$ cat src/rtl/mem_wb_pipe_reg.sv
// MEM->WB pipeline register with valid/ready handshake and a 2-entry skid
// buffer. Writeback back-pressure only reaches the memory stage through the
// registered in_ready. Includes synchronous flush, control gating on empty
// slots and a saturating stall counter.
//
// state    | meaning
// ---------+--------------------------------------------
// ST_EMPTY | no entry held, accepting
// ST_BUSY  | main entry valid, accepting
// ST_FULL  | main + skid entries valid, not accepting
module mem_wb_pipe_reg #(
  parameter int XLEN  = 32,
  parameter int RA_W  = 5,
  parameter int CNT_W = 16
) (
  input  logic             clk,
  input  logic             rst_n,
  input  logic             flush,
  input  logic             in_valid,
  output logic             in_ready,
  input  logic [XLEN-1:0]  ALU_result_M,
  input  logic [RA_W-1:0]  register_file_WA_M,
  input  logic [XLEN-1:0]  data_memory_RD_M,
  input  logic             ctrl_register_file_WE_M,
  input  logic             ctrl_result_M,
  output logic             out_valid,
  input  logic             out_ready,
  output logic [XLEN-1:0]  ALU_result_W,
  output logic [RA_W-1:0]  register_file_WA_W,
  output logic [XLEN-1:0]  data_memory_RD_W,
  output logic             ctrl_register_file_WE_W,
  output logic             ctrl_result_W,
  output logic [CNT_W-1:0] stall_cnt
);

  typedef enum logic [1:0] {
    ST_EMPTY = 2'd0,
    ST_BUSY  = 2'd1,
    ST_FULL  = 2'd2
  } state_t;

  typedef struct packed {
    logic [XLEN-1:0] alu;
    logic [RA_W-1:0] wa;
    logic [XLEN-1:0] rd;
    logic            we;
    logic            res;
  } beat_t;

  state_t           state_q, state_d;
  beat_t            main_q, main_d;
  beat_t            skid_q, skid_d;
  beat_t            in_beat;
  logic             in_ready_q, in_ready_d;
  logic             out_valid_q, out_valid_d;
  logic [CNT_W-1:0] stall_cnt_q, stall_cnt_d;
  logic             acc;
  logic             xfer;

  assign in_beat = '{alu: ALU_result_M,
                     wa:  register_file_WA_M,
                     rd:  data_memory_RD_M,
                     we:  ctrl_register_file_WE_M,
                     res: ctrl_result_M};

  assign acc  = in_valid & in_ready_q;
  assign xfer = out_valid_q & out_ready;

  // Next-state and payload steering; flush overrides any transfer.
  always_comb begin
    state_d = state_q;
    main_d  = main_q;
    skid_d  = skid_q;
    if (flush) begin
      state_d = ST_EMPTY;
    end else begin
      case (state_q)
        ST_EMPTY: begin
          if (acc) begin
            state_d = ST_BUSY;
            main_d  = in_beat;
          end
        end
        ST_BUSY: begin
          if (acc && xfer) begin
            main_d = in_beat;
          end else if (acc) begin
            state_d = ST_FULL;
            skid_d  = in_beat;
          end else if (xfer) begin
            state_d = ST_EMPTY;
          end
        end
        ST_FULL: begin
          if (xfer) begin
            state_d = ST_BUSY;
            main_d  = skid_q;
          end
        end
        default: begin
          state_d = ST_EMPTY;
        end
      endcase
    end
  end

  // Handshake flags are registered copies decoded from the next state, so
  // in_ready never depends combinationally on out_ready or in_valid.
  always_comb begin
    in_ready_d  = (state_d != ST_FULL);
    out_valid_d = (state_d != ST_EMPTY);
  end

  // Saturating count of cycles where writeback holds off a live slot.
  always_comb begin
    stall_cnt_d = stall_cnt_q;
    if (out_valid_q && !out_ready && (stall_cnt_q != {CNT_W{1'b1}})) begin
      stall_cnt_d = stall_cnt_q + CNT_W'(1);
    end
  end

  // State, payload and counter registers; in_ready stays low through reset.
  always_ff @(posedge clk or negedge rst_n) begin
    if (!rst_n) begin
      state_q     <= ST_EMPTY;
      main_q      <= '0;
      skid_q      <= '0;
      in_ready_q  <= 1'b0;
      out_valid_q <= 1'b0;
      stall_cnt_q <= '0;
    end else begin
      state_q     <= state_d;
      main_q      <= main_d;
      skid_q      <= skid_d;
      in_ready_q  <= in_ready_d;
      out_valid_q <= out_valid_d;
      stall_cnt_q <= stall_cnt_d;
    end
  end

  // Data follows the main entry; controls are masked when the slot is empty.
  always_comb begin
    in_ready                = in_ready_q;
    out_valid               = out_valid_q;
    ALU_result_W            = main_q.alu;
    register_file_WA_W      = main_q.wa;
    data_memory_RD_W        = main_q.rd;
    ctrl_register_file_WE_W = main_q.we & out_valid_q;
    ctrl_result_W           = main_q.res & out_valid_q;
    stall_cnt               = stall_cnt_q;
  end

endmodule

$ cat config.mk
export PLATFORM = sky130hd
export DESIGN_NAME = mem_wb_pipe_reg
export DESIGN_NICKNAME = d
export VERILOG_FILES = /design/src/rtl/mem_wb_pipe_reg.sv
export SDC_FILE = /design/constraint.sdc
export NUM_CORES = 1
export LEC_CHECK = 0
export BUFFER_PORTS_ARGS = -buffer_cell sky130_fd_sc_hd__buf_2
export CORE_ASPECT_RATIO = 0.8
export CORE_MARGIN = 1
export CORE_UTILIZATION = 55
export DETAILED_ROUTE_END_ITERATION = 10
export PLACE_DENSITY = 0.8
export SLEW_MARGIN = 5
export SYNTH_ARGS = -nofsm -noshare
export SYNTH_HDL_FRONTEND = slang
export SYNTH_SLANG_ARGS = --single-unit
$ cat constraint.sdc
create_clock -name clk -period 1.98 [get_ports clk]
set_input_delay 0.099 -clock clk [delete_from_list [all_inputs] [get_ports clk]]
set_output_delay 0.099 -clock clk [all_outputs]
set_load 0.02 [all_outputs]
# Word level (Yosys, flattened, before mapping)
# Index checks and enable logic that the tools add are counted.
[op_classes]
div_mod_pow = 0
order_cmp = 0
n_reduce_logical = 9
eq_ne = 7
n_bitwise = 6
n_shift = 0
n_mux = 11
addsub = 1
n_mul = 0
[ops]
columns = ["cell", "n"]
rows = [
  ["71-bit two-way mux", 3],
  ["71-bit case mux with 3 select lines", 1],
  ["16-bit by 1-bit adder with 16-bit output, second input constant", 1],
  ["16-bit != test, second input constant", 1],
  ["2-bit two-way mux", 6],
  ["2-bit != test, second input constant", 4],
  ["2-bit case mux with 3 select lines", 1],
  ["5-bit AND reduction", 1],
  ["1-bit bitwise AND", 4],
  ["4-bit AND reduction", 1],
  ["1-bit logical AND", 3],
  ["3-bit nonzero test", 1],
  ["2-bit by 1-bit equality test with 1-bit output, second input constant", 1],
  ["2-bit equality test, second input constant", 1],
  ["2-bit zero test", 1],
  ["1-bit inverter", 2],
  ["2-bit nonzero test", 1],
  ["1-bit zero test", 1],
]
[word_totals]
elab_cells = 48
reg_bits = 162
ram_bits = 0
memories = 0
out_inout_bits = 89
latchBits = 0
mem_bits_ro = 0

# Depth between registers and ports, before layout
# Gate-level depths: netlist of the first run.
[logic_depth]
depth_word = 7
depth_mapped = 6

# Worst setup path after synthesis of the first run
# Ideal clock, no wire load.
[synth_path]
kind = "reg2reg"
start = "reg in_ready_q (netlist: in_ready)"
end = "reg main_q, in the netlist ALU_result_W[0]"
stages_incl_launch_ff = 6
t_arrival_ns = 1.801
path_buffers = 1
setup_time_ns = 0.125
required_time_ns = 1.855
slack_ns = 0.054
path_cell_list = "dfrtp_1 > nand2_1 > or3_1 > a21oi_4 > buf_6 > mux2_2"
[synth_via]
elab_chain_cells = 4
elab_cells_between_ends = 5
classes_between = "2 x eq/ne; 1 x bitwise; 2 x reduce/logical"
[synth_lines]
columns = ["element", "line_no", "text"]
rows = [
  ["from (decl)", "54", "logic in_ready_q, in_ready_d;"],
  ["from (signal assigned)", "135", "in_ready_q <= in_ready_d;"],
  ["1-bit bitwise AND *", "66", "assign acc = in_valid & in_ready_q;"],
  ["1-bit logical AND", "85", "if (acc && xfer) begin"],
  ["2-bit != test (no line)", "--", ""],
  ["5-bit AND reduction (no line) *", "--", ""],
  ["to (signal assigned)", "133", "main_q <= main_d;"],
  ["to (decl)", "51", "beat_t main_q, main_d;"],
]
# Every way passes the cells marked *; elsewhere a longest branch is shown, timed or not.
# A chain may end at the register's enable or synchronous reset.

# Final worst setup path of the first run
[layout_path]
start = "reg state_q[0]"
end = "reg main_q, in the netlist data_memory_RD_W[27]"
[layout_via]
elab_chain_cells = 3
elab_cells_between_ends = 9
classes_between = "5 x eq/ne; 1 x mux; 3 x reduce/logical"
[layout_lines]
columns = ["element", "line_no", "text"]
rows = [
  ["from (decl)", "50", "state_t state_q, state_d;"],
  ["from (signal assigned)", "132", "state_q <= state_d;"],
  ["2-bit by 1-bit equality test with 1-bit output (tied with other cells)", "77", "case (state_q)"],
  ["2-bit != test (no line) / 3-bit nonzero test (equally long branches)", "--", ""],
  ["5-bit AND reduction (no line)", "--", ""],
]
# Parallel ways exist; a longest one is shown, timed or not.

==> flow_summary.json, run 1 <==
{
  "status": "complete, no violations",
  "arrival_ns": 2.19,
  "fin_crit_sh": 0.961,
  "diodes": 0,
  "first_iter_violations": 285,
  "clock_path_buffers": 2,
  "clk_pin_slew_worst_paths_ns": 0.06,
  "vias_per_cell": 5.28,
  "grt_pass1_wl_um": 29900,
  "min_to": "state_q[0]",
  "critical_path.cell_chain": "or3_1, a21oi_4, buf_12, mux2_1",
  "drc_errors": 0,
  "core_area_um2": 13700,
  "ff2ff_path_depth": 4,
  "fmax_mhz": 526,
  "syn-num-nets": 773,
  "fin_skew_ns": 0.00816,
  "highest_layer": "met4",
  "critPathBufInv": 1,
  "power_leakage_nw": 4.80,
  "r2r_slack_ns": 0.08,
  "synth_seq_cells": 162,
  "overflow": 0,
  "dp_hpwl_um": 11100,
  "crit_slowest_cell": "or3_1",
  "drive_above_1_share": 0.399,
  "met2_length_um": 9160,
  "synthFlopType": "dfrtp_1",
  "met1_length_um": 7510,
  "dr_wl_met3_um": 1010,
  "antenna_found_initial": 0,
  "routed_wl_um": 18200,
  "min_path_type": "in -> reg",
  "vias": 5605,
  "hold_depth": 4,
  "rr_endpoint": "data_memory_RD_W[27]",
  "utilization": 0.712,
  "fin_nets": 946,
  "cts_tree": "yes",
  "start_kind": "flop",
  "slew_violations": 0,
  "area_delta_synth_final_pct": 25.1,
  "drt_pass1_iterations": 4,
  "worst-setup-path-type": "reg -> reg",
  "fin_crit_ns": 1.90,
  "p_per_area_nw_per_um2": 1250,
  "track_usage": 0.267,
  "critPathRequiredTime_ns": 2.26,
  "synth_top_area_frac": 0.521,
  "fin_area_um2": 9740,
  "synthCells": 696,
  "rsz0062_at_grt": "no",
  "fp.dieArea_um2": 14600,
  "max_stage_delay_ns": 0.44,
  "synth_area_leader_cell": "dfrtp_1",
  "cts.sinks": 162,
  "ys_seq_area_frac": 0.521,
  "seqCellArea_um2": 4050,
  "grt_start_max_net_pins": 73,
  "end_kind": "flop",
  "worstReg2RegStart": "state_q[0]",
  "start_util": 0.569,
  "setup_viol": 0,
  "place_congestion": 0.821,
  "slew_headroom": 0.627,
  "path_delay_family": "simple AND/OR/NAND/NOR gates",
  "maxCapViolCount": 0,
  "finalHoldViolCount": 0,
  "ir_drop_v": 0.00103,
  "tns_ns": 0,
  "multiInputGateArea_um2": 2990,
  "synth_edf_count": 0,
  "cts-buffers-inserted": 17,
  "synth_area_leaders": "dfrtp_1, mux2_2, nand2_1, buf_4, buf_6",
  "place_area_um2": 8340,
  "mostFrequentLayoutCells": "nand2_1, buf_2, dfrtp_1, mux2_2, dlygate4sd3_1",
  "ys_warn_count": 0,
  "cts-root-buf": "clkbuf_16",
  "io_pins": 165,
  "final_antenna_net_count": 0,
  "hp-start": "in_valid",
  "clk_latency_ns": 0.42,
  "die_y_um": 108,
  "io_buffers": 164,
  "final_common_cell": "nand2_1",
  "ys_types": 36,
  "syn_area_um2": 7790,
  "synth-async-reset-ratio": 1.00,
  "syn_area_per_cell_um2": 11.2,
  "num_rows": 38,
  "n_fill_cell": 926,
  "wl_per_cell_um": 17.1,
  "worstPathMaxFanout": 26,
  "grt_pass1_vias": 6068,
  "die_w_um": 135,
  "worst_slew_pin_slew_ns": 0.559,
  "h-tree-depth": 4
}
-- cell families (layout without fill, tap and decap cells) --
logic type | Yosys count | in the layout | share of synthesized area
mux | 144 | 144 | 0.213
flops | 162 | 162 | 0.521
simple gates | 265 | 265 | 0.145
fa+ha+maj | 1 | 1 | 0.00161
buf+inv | 100 | 286 | 0.0954
xor+xnor | 12 | 12 | 0.0135
compound gates | 12 | 12 | 0.0109
-- flip-flops by register name, summed over array words and instances (netlist names) --
register            count
skid_q                 71
data_memory_RD_W       32
register_file_WA_W      5
ALU_result_W           32
out_valid               1
stall_cnt              16
state_q                 2
in_ready                1
main_q                  2
-- layout make-up --
cell class,count,share of cell area
flip-flops and latches,162,0.416
clock inverters,10,0.0208
inverters,1,0.000385
multi-input cells,434,0.307
repair buffers,253,0.184
well taps,180,0.0231
clock buffers,22,0.0487
-- cell usage after synthesis (2+ instances only) --
master	n
nor4_4	2
nand3_1	4
xnor2_1	3
clkbuf_1	15
a21oi_1	5
buf_6	14
mux2_4	10
mux2_1	11
xor2_1	9
nand4_1	7
o21ai_0	2
buf_4	70
nor4b_1	2
mux2_2	123
and3_1	3
nor2_1	7
dfrtp_1	162
nand2b_1	3
and2_1	3
nand2_1	221
nor3_1	4
nor4_1	2
-- through the flow --
step / total power, W / worst slack [ns] / hold slack, ns / cells
CTS: 0.0122 / 0.109 / 0.0875 / 1062
detailed placement: 0.00828 / 0.109 / 0.111 / 957
floorplan: 0.00776 / 0.0544 / -0.197 / 696
global route: 0.0127 / 0.0285 / 0.101 / 1062
finish: 0.0122 / 0.0771 / 0.103 / 1062
global placement: 0.00802 / 0.184 / 0.0987 / 957
-- worst register-to-register path, delay by kind of cell (launching register included) --
| kind | cells | cell delay [ns] |
|---|---|---|
| buffers and inverters | 1 | 0.23 |
| AO/OA/AOI/OAI | 1 | 0.29 |
| AND/OR/NAND/NOR | 1 | 0.44 |
| flip-flops | 1 | 0.41 |
| multiplexers | 1 | 0.41 |
-- power by group --
part / internal (W) / total [W] / switching, W
Combinational: 0.00158 / 0.00322 / 0.00165
Clock: 0.00246 / 0.00376 / 0.00130
Sequential: 0.00447 / 0.00518 / 0.000703
-- worst max path at each step --
| stage | from | to | slack, ns | cells after the start |
|---|---|---|---|---|
| 3_5_place_dp | state_q[0] | data_memory_RD_W[26] | 0.11 | 4 |
| 4_1_cts | state_q[0] | data_memory_RD_W[28] | 0.11 | 4 |
| 3_3_place_gp | state_q[0] | ALU_result_W[30] | 0.18 | 4 |
| 2_1_floorplan | in_ready | ALU_result_W[0] | 0.05 | 5 |
| 5_1_grt | in_ready | data_memory_RD_W[27] | 0.03 | 5 |
| 6_report | state_q[0] | data_memory_RD_W[27] | 0.08 | 4 |
-- routing by layer --
metal  up-vias  GRT usage
li1       2579          -
met1      2774      0.314
met2       208      0.470
met3        44     0.0609
met4         0      0.118
met5         -          0
-- timing repair --
action / in CTS / in global routing
buffers inserted: 0 / 0
endpoints found under the hold margin: 129 / 0
hold buffers: 73 / 0
resized for setup: 0 / 0
No activity file was read; power rests on OpenSTA's default activity.
==> run 2: changes to the inputs <==
Settings changed: CORE_MARGIN 1 to 2, PLACE_DENSITY 0.8 to default, PLACE_DENSITY_LB_ADDON from default to 0.2.
==> run 2 against run 1 <==
Net effect: largest power group unchanged; clock skew shrank 0.00090 ns; setup slack gained 0.00088 ns; routed wire length shrank 8.8%; non-clock buffer count shrank 2; sequential cell count unchanged; critical endpoint is now ALU_result_W[13]; global-route usage down 3.0 points; register-to-register slack is essentially flat.
==> flow_summary.json, run 2 (synthesis gave the netlist of run 1 again) <==
{
  "fp.dieArea_um2": 15100,
  "p_clk_frac": 0.282,
  "grt_start_max_net_pins": 73,
  "core_area_um2": 13700,
  "critical_path.cell_chain": "or3_1, a21oi_4, buf_12, mux2_2",
  "grt_pass1_wl_um": 28400,
  "min_path_type": "in -> reg",
  "p_switching_w": 0.00351,
  "fin_nets": 944,
  "p_int_w": 0.00801,
  "critPathBufInv": 1,
  "h-tree-depth": 4,
  "cts-root-buf": "clkbuf_16",
  "start_kind": "flop",
  "dp_cells": 955,
  "slew_headroom": 0.622,
  "antenna_found_initial": 0,
  "fin_crit_ns": 1.90,
  "slew_violations": 0,
  "fin_skew_ns": 0.00726,
  "clock_path_buffers": 2,
  "num_rows": 38,
  "hold_buffers": 73,
  "grt_pass1_vias": 5832,
  "place_congestion": 0.736,
  "post_cts_buffers": 0,
  "crit_slowest_cell": "dfrtp_1",
  "max_stage_delay_ns": 0.46,
  "drt_pass1_iterations": 4,
  "arrival_ns": 2.20,
  "maxCapViolCount": 0,
  "tns_ns": 0,
  "dp_hpwl_um": 10500,
  "fin_crit_sh": 0.961,
  "drive_above_1_share": 0.399,
  "routed_wl_um": 16600,
  "start_util": 0.569,
  "area_delta_synth_final_pct": 23.4,
  "power_leakage_nw": 4.74,
  "wl_per_cell_um": 15.6,
  "combPwrFrac": 0.273,
  "path_delay_family": "flip-flops",
  "instances_no_fill": 1061,
  "finalHoldViolCount": 0,
  "io_buffers": 164,
  "end_kind": "flop",
  "setup_viol": 0,
  "vias_per_cell": 5.10,
  "first_iter_violations": 226,
  "overflow": 0,
  "worst_slew_pin_slew_ns": 0.567,
  "vias": 5407,
  "rsz0062_at_grt": "no",
  "worst-setup-path-type": "reg -> reg",
  "cts_tree": "yes",
  "largest_reg_flops": 71,
  "p_seq_frac": 0.445,
  "die_y_um": 110,
  "sw_frac_of_total": 0.305,
  "ir_drop_v": 0.000651,
  "cts.sinks": 162,
  "die_w_um": 137,
  "clk_pin_slew_worst_paths_ns": 0.06,
  "regMostFlops": "skid_q",
  "clk_latency_ns": 0.42,
  "p_per_area_nw_per_um2": 1200,
  "critPathRequiredTime_ns": 2.28,
  "mostFrequentLayoutCells": "nand2_1, buf_2, dfrtp_1, mux2_2, dlygate4sd3_1",
  "cts-buffers-inserted": 17,
  "track_usage": 0.237,
  "status": "complete, no violations",
  "fmax_mhz": 526,
  "final_antenna_net_count": 0,
  "io_pins": 165,
  "final_common_cell": "nand2_1",
  "cts_resized": 0,
  "drc_errors": 0,
  "worstPathMaxFanout": 43
}
==> run 2: cell types whose count changed in the layout (fill, tap and decap cells not counted), sizes merged <==
cell and delta:
diode +1, bufinv -4, clkinv +4, buf -2
==> run 2: per-stage QoR <==
step	setup slack, ns	power [W]	util	instance area, um^2	hold WS, ns
global placement	0.110	0.00802	0.605	8280	0.0976
global route	0.0106	0.0122	0.701	9610	0.125
detailed placement	0.0758	0.00822	0.605	8280	0.108
CTS	0.0687	0.0116	0.701	9610	0.0793
floorplan	0.0544	0.00776	-	7790	-0.197
finish	0.0780	0.0115	0.702	9610	0.104
==> run 2: metal layers <==
metal  wire length (um)  global-route usage
met1               7170               0.296
met2               8230               0.402
met5                  0                   0
met4                218              0.0598
met3                962              0.0716
==> run 2: power by group through the flow <==
stage	sequential (W)	combinational, W	clock, W
floorplan	0.00503	0.00273	0
detailed placement	0.00516	0.00307	0
finish	0.00512	0.00315	0.00325
global placement	0.00508	0.00294	0
global route	0.00528	0.00341	0.00349
CTS	0.00512	0.00318	0.00331
==> run 2: worst paths after layout <==
check                                        endpoint  depth (start not counted)             startpoint  slack, ns
worst max-delay path                 ALU_result_W[13]                          4             state_q[1]       0.08
min in group asynchronous                  skid_q[67]                          2                  rst_n       0.21
worst min register to register  register_file_WA_W[0]                          1  register_file_WA_W[0]       0.48
worst min-delay path                       state_q[0]                          4               in_valid       0.10
max in group asynchronous            ALU_result_W[12]                          3                  rst_n       0.99
worst max register to register       ALU_result_W[13]                          4             state_q[1]       0.08
==> run 2: tightest hold or removal path: cells and delay by family <==
family | cells | cell delay [ns]
buf+inv | 1 | 0.11
compound gates | 3 | 0.25
==> run 2: area by class of cell <==
cell class	count	area (um^2)
clock inverter	10	106
inverter	1	3.75
clock buffer	22	484
fill	1008	4090
antenna	1	2.50
multi-input combinational	434	2990
timing repair buffer	251	1740
tap	180	225
sequential	162	4050
